[src/rtl/seq_gen_prog.sv]
// seq_gen_prog: run-time programmable sequence generator.
// Steps an index through a rewritable table of DEPTH codes (WIDTH bits each),
// forwards or backwards, over a programmable active length, and presents the
// code at that index as a registered stream.
//
// Ports:
//   clk      rising-edge clock
//   rst      asynchronous reset, active low
//   enable   advance one step per clock
//   up_down  1: increment index, 0: decrement
//   pp_mode  ping-pong request (used only when SEQ_PINGPONG_EN is defined)
//   wr_en    table write strobe; wr_addr/wr_data give entry and value
//   len_wr   active-length write strobe; len_in gives the new length
//   seq      current code (registered, always equals table[idx])
//   idx      current index (registered)
//   wrap     one-cycle pulse after a wrap or turnaround edge
//
// Build option: define SEQ_PINGPONG_EN to add ping-pong (bounce) stepping.
module seq_gen_prog #(
  parameter  int unsigned WIDTH = 5,
  parameter  int unsigned DEPTH = 6,
  localparam int unsigned AW    = $clog2(DEPTH),
  parameter  logic [WIDTH*DEPTH-1:0] INIT_TABLE = {WIDTH'(10), WIDTH'(7), WIDTH'(5),
                                                   WIDTH'(3),  WIDTH'(2), WIDTH'(0)}
) (
  input  logic             clk,
  input  logic             rst,
  input  logic             enable,
  input  logic             up_down,
  input  logic             pp_mode,
  input  logic             wr_en,
  input  logic [AW-1:0]    wr_addr,
  input  logic [WIDTH-1:0] wr_data,
  input  logic             len_wr,
  input  logic [AW:0]      len_in,
  output logic [WIDTH-1:0] seq,
  output logic [AW-1:0]    idx,
  output logic             wrap
);

  localparam int unsigned LW = AW + 1;

  logic [WIDTH-1:0] table_q [DEPTH];
  logic [WIDTH-1:0] table_d [DEPTH];
  logic [LW-1:0]    len_q, len_d;
  logic [AW-1:0]    idx_q, idx_d;
  logic [WIDTH-1:0] seq_q, seq_d;
  logic             wrap_q, wrap_d;
  logic [AW-1:0]    last;
  logic             step_up;

`ifdef SEQ_PINGPONG_EN
  // dir_q: current bounce direction; pp_load_q: up_down still to be sampled
  logic dir_q, dir_d;
  logic pp_load_q, pp_load_d;
`else
  logic unused_pp;
  assign unused_pp = pp_mode;
`endif

  // Next state: table write, then length update, then step
  always_comb begin
    table_d = table_q;
    len_d   = len_q;
    idx_d   = idx_q;
    wrap_d  = 1'b0;
    step_up = up_down;
`ifdef SEQ_PINGPONG_EN
    dir_d     = dir_q;
    pp_load_d = pp_load_q;
`endif

    if (wr_en && (32'(wr_addr) < DEPTH)) begin
      table_d[wr_addr] = wr_data;
    end

    if (len_wr) begin
      if (len_in == '0) begin
        len_d = LW'(1);
      end else if (32'(len_in) > DEPTH) begin
        len_d = LW'(DEPTH);
      end else begin
        len_d = len_in;
      end
    end

    // len_d is never 0, so last is a valid index
    last = AW'(len_d - LW'(1));

`ifdef SEQ_PINGPONG_EN
    if (!pp_mode) begin
      dir_d     = up_down;
      pp_load_d = 1'b1;
    end else if (!pp_load_q) begin
      step_up = dir_q;
    end
`endif

    if (enable) begin
`ifdef SEQ_PINGPONG_EN
      if (pp_mode) begin
        pp_load_d = 1'b0;
        if (len_d == LW'(1)) begin
          idx_d  = '0;
          wrap_d = 1'b1;
        end else begin
          // Moving outward from an end reverses instead of leaving the range
          if (step_up) begin
            idx_d = (idx_q >= last) ? idx_q - AW'(1) : idx_q + AW'(1);
          end else begin
            idx_d = (idx_q == '0) ? AW'(1) : idx_q - AW'(1);
          end
          // Landing on an end flips direction for the next step
          if (idx_d == last) begin
            dir_d  = 1'b0;
            wrap_d = 1'b1;
          end else if (idx_d == '0) begin
            dir_d  = 1'b1;
            wrap_d = 1'b1;
          end else begin
            dir_d = step_up;
          end
        end
      end else
`endif
      begin
        if (step_up) begin
          if (idx_q == last) begin
            idx_d  = '0;
            wrap_d = 1'b1;
          end else begin
            idx_d = idx_q + AW'(1);
          end
        end else begin
          if (idx_q == '0) begin
            idx_d  = last;
            wrap_d = 1'b1;
          end else begin
            idx_d = idx_q - AW'(1);
          end
        end
      end
    end

    // A shrinking length that strands the index restarts at entry 0
    if (len_wr && ((LW'(idx_q) >= len_d) || (LW'(idx_d) >= len_d))) begin
      idx_d  = '0;
      wrap_d = 1'b0;
    end

    // Write-through: code follows the freshly written table
    seq_d = table_d[idx_d];
  end

  // State registers
  always_ff @(posedge clk or negedge rst) begin
    if (!rst) begin
      for (int unsigned i = 0; i < DEPTH; i++) begin
        table_q[i] <= INIT_TABLE[i*WIDTH +: WIDTH];
      end
      len_q  <= LW'(DEPTH);
      idx_q  <= '0;
      seq_q  <= INIT_TABLE[WIDTH-1:0];
      wrap_q <= 1'b0;
`ifdef SEQ_PINGPONG_EN
      dir_q     <= 1'b1;
      pp_load_q <= 1'b1;
`endif
    end else begin
      for (int unsigned i = 0; i < DEPTH; i++) begin
        table_q[i] <= table_d[i];
      end
      len_q  <= len_d;
      idx_q  <= idx_d;
      seq_q  <= seq_d;
      wrap_q <= wrap_d;
`ifdef SEQ_PINGPONG_EN
      dir_q     <= dir_d;
      pp_load_q <= pp_load_d;
`endif
    end
  end

  assign seq  = seq_q;
  assign idx  = idx_q;
  assign wrap = wrap_q;

endmodule

[config.mk]
export PLATFORM = sky130hd
export DESIGN_NAME = seq_gen_prog
export DESIGN_NICKNAME = d
export VERILOG_FILES = /design/src/rtl/seq_gen_prog.sv
export SDC_FILE = /design/constraint.sdc
export NUM_CORES = 1
export LEC_CHECK = 0
export ABC_AREA = 0
export BUFFER_PORTS_ARGS = -buffer_cell sky130_fd_sc_hd__clkbuf_2
export CAP_MARGIN = 15
export CORE_AREA = 8 8 83 85
export DETAILED_ROUTE_END_ITERATION = 8
export DIE_AREA = 0 0 91 93
export HOLD_SLACK_MARGIN = 0.08
export SYNTH_ARGS = -nofsm -noshare
export SYNTH_HDL_FRONTEND = slang
export SYNTH_SLANG_ARGS = --single-unit
[constraint.sdc]
create_clock -name clk -period 4.4 [get_ports clk]
set_input_delay 0.44 -clock clk [delete_from_list [all_inputs] [get_ports clk]]
set_output_delay 0.44 -clock clk [all_outputs]
set_load 0.05 [all_outputs]
After elaboration in Yosys (flattened, before gate mapping)
Cells that the tools add are included.
{"block": "totals", "register_bits": 43, "input_bits": 19, "out_inout_bits": 9}
{"block": "classes", "addsub": 3, "n_lt_le_gt_ge": 7, "n_eq_ne": 1, "muxes": 20, "bitwise_logic": 2, "reduce_logical": 6}
{"operator": "30-bit bitwise mux", "count": 1}
{"operator": "30-bit 2-to-1 mux", "count": 1}
{"operator": "5-bit binary-select mux with 3-bit select", "count": 1}
{"operator": "5-bit demux with 3-bit select", "count": 1}
{"operator": "3-bit 2-to-1 mux", "count": 5}
{"operator": "5-bit 2-to-1 mux", "count": 3}
{"operator": "4-bit 2-to-1 mux", "count": 3}
{"operator": "3-bit by 4-bit >= comparator with 1-bit output", "count": 2}
{"operator": "4-bit >= comparator, second input constant", "count": 2}
{"operator": "3-bit NOT with 4-bit output", "count": 2}
{"operator": "3-bit by 1-bit subtractor with 3-bit output, second input constant", "count": 2}
{"operator": "1-bit 2-to-1 mux", "count": 5}
{"operator": "4-bit by 3-bit > comparator with 1-bit output, second input constant", "count": 1}
{"operator": "4-bit logical NOT", "count": 1}
{"operator": "4-bit by 1-bit < comparator with 1-bit output, second input constant", "count": 1}
{"operator": "3-bit by 1-bit adder with 3-bit output, second input constant", "count": 1}
{"operator": "3-bit equality test", "count": 1}
{"operator": "1-bit logical AND", "count": 3}
{"operator": "3-bit logical NOT", "count": 1}
{"operator": "3-bit < comparator, second input constant", "count": 1}
{"operator": "1-bit logical OR", "count": 1}

Logic depth before layout (Yosys ltp)
{"block": "logic_depth", "depth_word": 17, "depth_mapped": 16, "depth_no_buf": 15}

Worst setup path before layout
OpenSTA, ideal clock, no wires.
{"block": "synth_path", "path_type": "in2reg", "startpoint": "input port len_in[0]", "endpoint": "register seq_q[3], in the netlist seq[3]", "setup_ns": 0.126, "arrival_ns": 4.119, "t_required_ns": 4.274, "slack_ns": 0.155, "cell_stages": 15, "path_buffers": 0, "cell_sequence": "inv_1 -> maj3_2 -> o22ai_2 -> ha_1 -> or3_1 -> or3_4 -> and4_4 -> a2bb2oi_4 -> inv_1 -> ha_1 -> a211oi_1 -> o41ai_2 -> a21oi_4 -> mux2_4 -> a221o_1"}
{"block": "synth_via", "elab_chain_len": 17}
{"element": "start, declared", "line_no": "35", "text": "input logic [AW:0] len_in,"}
{"element": "4-bit by 3-bit > comparator with 1-bit output", "line_no": "80", "text": "end else if (32'(len_in) > DEPTH) begin"}
{"element": "4-bit 2-to-1 mux", "line_no": "80"}
{"element": "4-bit 2-to-1 mux *", "line_no": "78", "text": "if (len_in == '0) begin"}
{"element": "4-bit 2-to-1 mux *", "line_no": "77", "text": "if (len_wr) begin"}
{"element": "3-bit by 1-bit subtractor with 3-bit output", "line_no": "88", "text": "last = AW'(len_d - LW'(1));"}
{"element": "3-bit equality test", "line_no": "128", "text": "if (idx_q == last) begin"}
{"element": "3-bit 2-to-1 mux", "line_no": "128"}
{"element": "3-bit 2-to-1 mux", "line_no": "127", "text": "if (step_up) begin"}
{"element": "[2 not listed]"}
{"element": "1-bit logical OR", "line_no": "146", "text": "if (len_wr && ((LW'(idx_q) >= len_d) || (LW'(idx_d) >= len_d))) begin"}
{"element": "1-bit logical AND", "line_no": "146"}
{"element": "3-bit 2-to-1 mux *", "line_no": "146"}
{"element": "via idx_d[1]", "line_no": "46", "text": "logic [AW-1:0] idx_q, idx_d;"}
{"element": "3-bit NOT with 4-bit output (not written as such) *", "line_no": "152", "text": "seq_d = table_d[idx_d];"}
{"element": "5-bit binary-select mux with 3-bit select *", "line_no": "152"}
{"element": "5-bit 2-to-1 mux (not written as such) * (2 in series)", "line_no": "152"}
{"element": "via seq_d[3]", "line_no": "47", "text": "logic [WIDTH-1:0] seq_q, seq_d;"}
{"element": "end signal, assigned", "line_no": "163", "text": "seq_q <= INIT_TABLE[WIDTH-1:0];"}
{"element": "end signal, assigned", "line_no": "175", "text": "seq_q <= seq_d;"}
{"element": "end, declared", "line_no": "47"}
Mark *: on every way through the listed nets, which the timed path passes. The rest lies on a longest branch. The select of a mux whose other input is x is not followed.

Worst setup path in the final report
{"block": "layout_path", "startpoint": "input port len_in[0]", "endpoint": "register seq_q[4], in the netlist seq[4]"}
The elaborated chain is that of the path after synthesis.

==> summary.txt <==
Finish
  – Layout overhead on the synthesized area: 14.6%
  – Layout filler cell count: approximately 540
  – Final Net Count: 248
  – Layout cells sized above 1: 47.3%
  – Final Non-Filler Cells: slightly below 300
  – Ant diodes: 0

Clocking
  – Post-cts sizing count: 0
  – Clk buf depth: 2
  – # clock sinks: 42
  – Clk_lat worst skew: 300 ps
  – # Post-CTS Setup Buffers: 0
  – H-tree depth: 2
  – CTS Root Buffer Type: clkbuf_8
  – CTS clk-pin slew, worst paths: 80 ps
  – CTS Hold Bufs: 0
  – Total CTS buffers: 5
  – CTS tree: done

Global routing
  – Total gr overflow: 0
  – Gr busiest metal: met2
  – Met1 Use GR: 16.0%
  – Largest net degree at the start of global routing: 43
  – GR Layer Usage met2: 21.0%
  – GR Util All Layers: 12.9%
  – Met3 usage: about 3.5%
  – Antenna violations before repair: 0
  – Vias in the first global route: between 1500 and 2000
  – First-pass GRT wire length: 8730 um

Worst setup path
  – Crit path cell chain: clkbuf_2 -> inv_1 -> maj3_2 -> o22ai_2 -> ha_1 -> or3_1 -> or3_4 -> and4_4 -> a2bb2oi_4 -> inv_1 -> ha_1 -> a211oi_1 -> o41ai_2 -> a21oi_4 -> mux2_1 -> a221o_1
  – Arr. time, crit path: 4190 ps
  – Required time worst endpoint: between 4000 and 5000 ps
  – CP Class: input pin to register
  – Slowest stage cell, crit path: or3_1
  – Critical path fanouts, max: 6
  – Crit-path max cell delay: 390 ps
  – CP Capture Type: register
  – CP startpoint kind: input pin

Detailed routing
  – Drt via density: ~5.3
  – Average routed wire per standard cell: approximately 16 um
  – Post-route ant nets: 0
  – DRC: 0
  – Vias: roughly 1600
  – Final wirelength: 4870 um
  – DRT Pass-1 Iters: 4
  – Iteration-0 DRC Markers: 46

STA
  – Pins Over Slew Limit: 0
  – Setup TNS Final: 0 ps
  – Min cycle time layout: 4020 ps
  – Final WS setup: 384 ps
  – Part of the cycle the worst path needs: 91.3%
  – Worst-Margin Slew: 1020 ps
  – Final hold vios: 0
  – Relative slew slack: 31.6%
  – Max Fclk: 0.249 GHz
  – Clk_skew: just under 10 ps
  – Final setup violating endpoints: 0
  – RSZ-0062 raised after global routing: no

Synth
  – Main synth FF type: dfrtp_1
  – Share of flip-flops with an asynchronous set or reset: between 90% and 100%
  – Yosys top cell by area: dfrtp_1
  – Synthesis Warnings: 0
  – Post-synth EDFFs: 0
  – Sequential area share after synthesis: between 40% and 50%
  – Most frequent cell after synthesis: mux2_2
  – Yosys cell types: 53
  – Cell count after synthesis: approximately 190
  – Top post-synthesis cells by area: dfrtp_1 32%, mux2_2 17%, dfstp_2 13%
  – Area of the mapped netlist: 0.00235 mm2
  – Commonest cells in the netlist: 35 x mux2_2, 30 x dfrtp_1, 12 x dfstp_2, 9 x inv_1
  – Syn Area/Cell: around 13 um2
  – Area share of the largest cell type after synthesis: between 30% and 40%
  – Post-Syn Nets: 212
  – Register bit total from synthesis: between 40 and 50

Floorplanning
  – Die height: between 90 and 100 um
  – Core Box Area: 0.00568 mm2
  – I/O pin total: 28
  – Die W: ~90 um
  – Initial core utilization: between 40% and 50%
  – Die area: 0.00846 mm2
  – Row cnt: 28

Run status
  – Status: complete, no violations

Job
  – Max cap viols: 0

Placement
  – Total placed cells including tap cells: 289
  – Setup WS pre-CTS: 105 ps
  – # port buffers: 26
  – Routability cong.: 0.772
  – Dpl hpwl: about 3600 um

Power and ir drop
  – Max VDD drop: 247 uV
  – Leak: 1.19 nW
  – PD cells: 593 mW/mm2

Hold path
  – HP Class: input pin to async pin
-- placed cells by master, fill, tap and decap left out, drive strengths merged, types with 5 or more instances in the layout --
master | netlist | routed
mux2 | 40 | 40
clkbuf | 0 | 33
dfrtp | 30 | 30
dfstp | 12 | 12
inv | 9 | 9
nand2 | 8 | 8
ha | 8 | 8
nor2 | 7 | 7
buf | 3 | 6
mux2i | 5 | 5
nor4 | 5 | 5
a221o | 5 | 5
a21oi | 5 | 5
-- routing by layer --
metal  wire [um]  vias to the layer above
met5           0                        -
li1            -                      771
met3         148                        6
met1        2380                      786
met2        2260                       17
met4          76                        0
-- stage by stage --
step	cell area [um2]	power, mW	hold WS (ps)	util, %
after global placement	2600	1.34	476	45.8
after detailed placement	2600	1.35	482	45.8
after CTS	2690	1.61	214	47.4
after floorplan	2350	1.15	144	-
final	2690	1.59	200	47.4
after global routing	2690	1.71	227	47.4
-- power by group --
part / leakage, nW / total [mW] / internal [mW] / switching (mW)
Clock: 0.0482 / 0.255 / 0.127 / 0.129
Combinational: 0.651 / 0.798 / 0.323 / 0.475
Sequential: 0.493 / 0.540 / 0.500 / 0.0398
-- worst paths after layout --
| kind | cells after the start | start | end | slack (ps) |
|---|---|---|---|---|
| max | 16 | len_in[0] | seq[4] | 380 |
| min | 2 | rst | table_q[27] | 200 |
| max reg2reg | 13 | idx[0] | seq[4] | 460 |
| min reg2reg | 1 | table_q[26] | table_q[26] | 500 |
| max in group asynchronous | 2 | rst | table_q[16] | 3820 |
| min in group clk | 3 | len_wr | len_q[0] | 460 |
-- cell families (layout without fill, tap and decap cells) --
| family | Yosys count | in the layout | synth area share (%) |
|---|---|---|---|
| buffers and inverters | 13 | 50 | 2.56 |
| adder cells (fa/ha/maj) | 9 | 9 | 4.75 |
| multiplexers | 45 | 45 | 21.5 |
| AND/OR/NAND/NOR | 42 | 42 | 10.9 |
| XOR/XNOR | 2 | 2 | 1.55 |
| flip-flops | 42 | 42 | 45.4 |
| AO/OA/AOI/OAI | 32 | 32 | 13.3 |
-- cell type report --
| cell class | count | area, um2 | area share, % |
|---|---|---|---|
| Tap cell | 75 | 93.8 | 3.49 |
| Clock inverter | 1 | 5.00 | 0.186 |
| Inverter | 10 | 42.5 | 1.58 |
| Sequential cell | 42 | 1070 | 39.6 |
| Timing Repair Buffer | 32 | 175 | 6.51 |
| Clock buffer | 7 | 86.3 | 3.21 |
| Multi-Input combinational cell | 130 | 1220 | 45.4 |
-- flip-flops by register name (all words and copies together), names as in the netlist --
| signal | count |
|---|---|
| seq | 5 |
| wrap | 1 |
| table_q | 30 |
| idx | 3 |
| len_q | 3 |
-- critical path, delay by kind of cell --
family / cells / cell delay (ps)
AO/OA/AOI/OAI: 6 / 1310
adder cells (fa/ha/maj): 3 / 920
buffers and inverters: 3 / 200
multiplexers: 1 / 370
AND/OR/NAND/NOR: 3 / 940
Note: power is estimated with default switching activity, not from simulation.
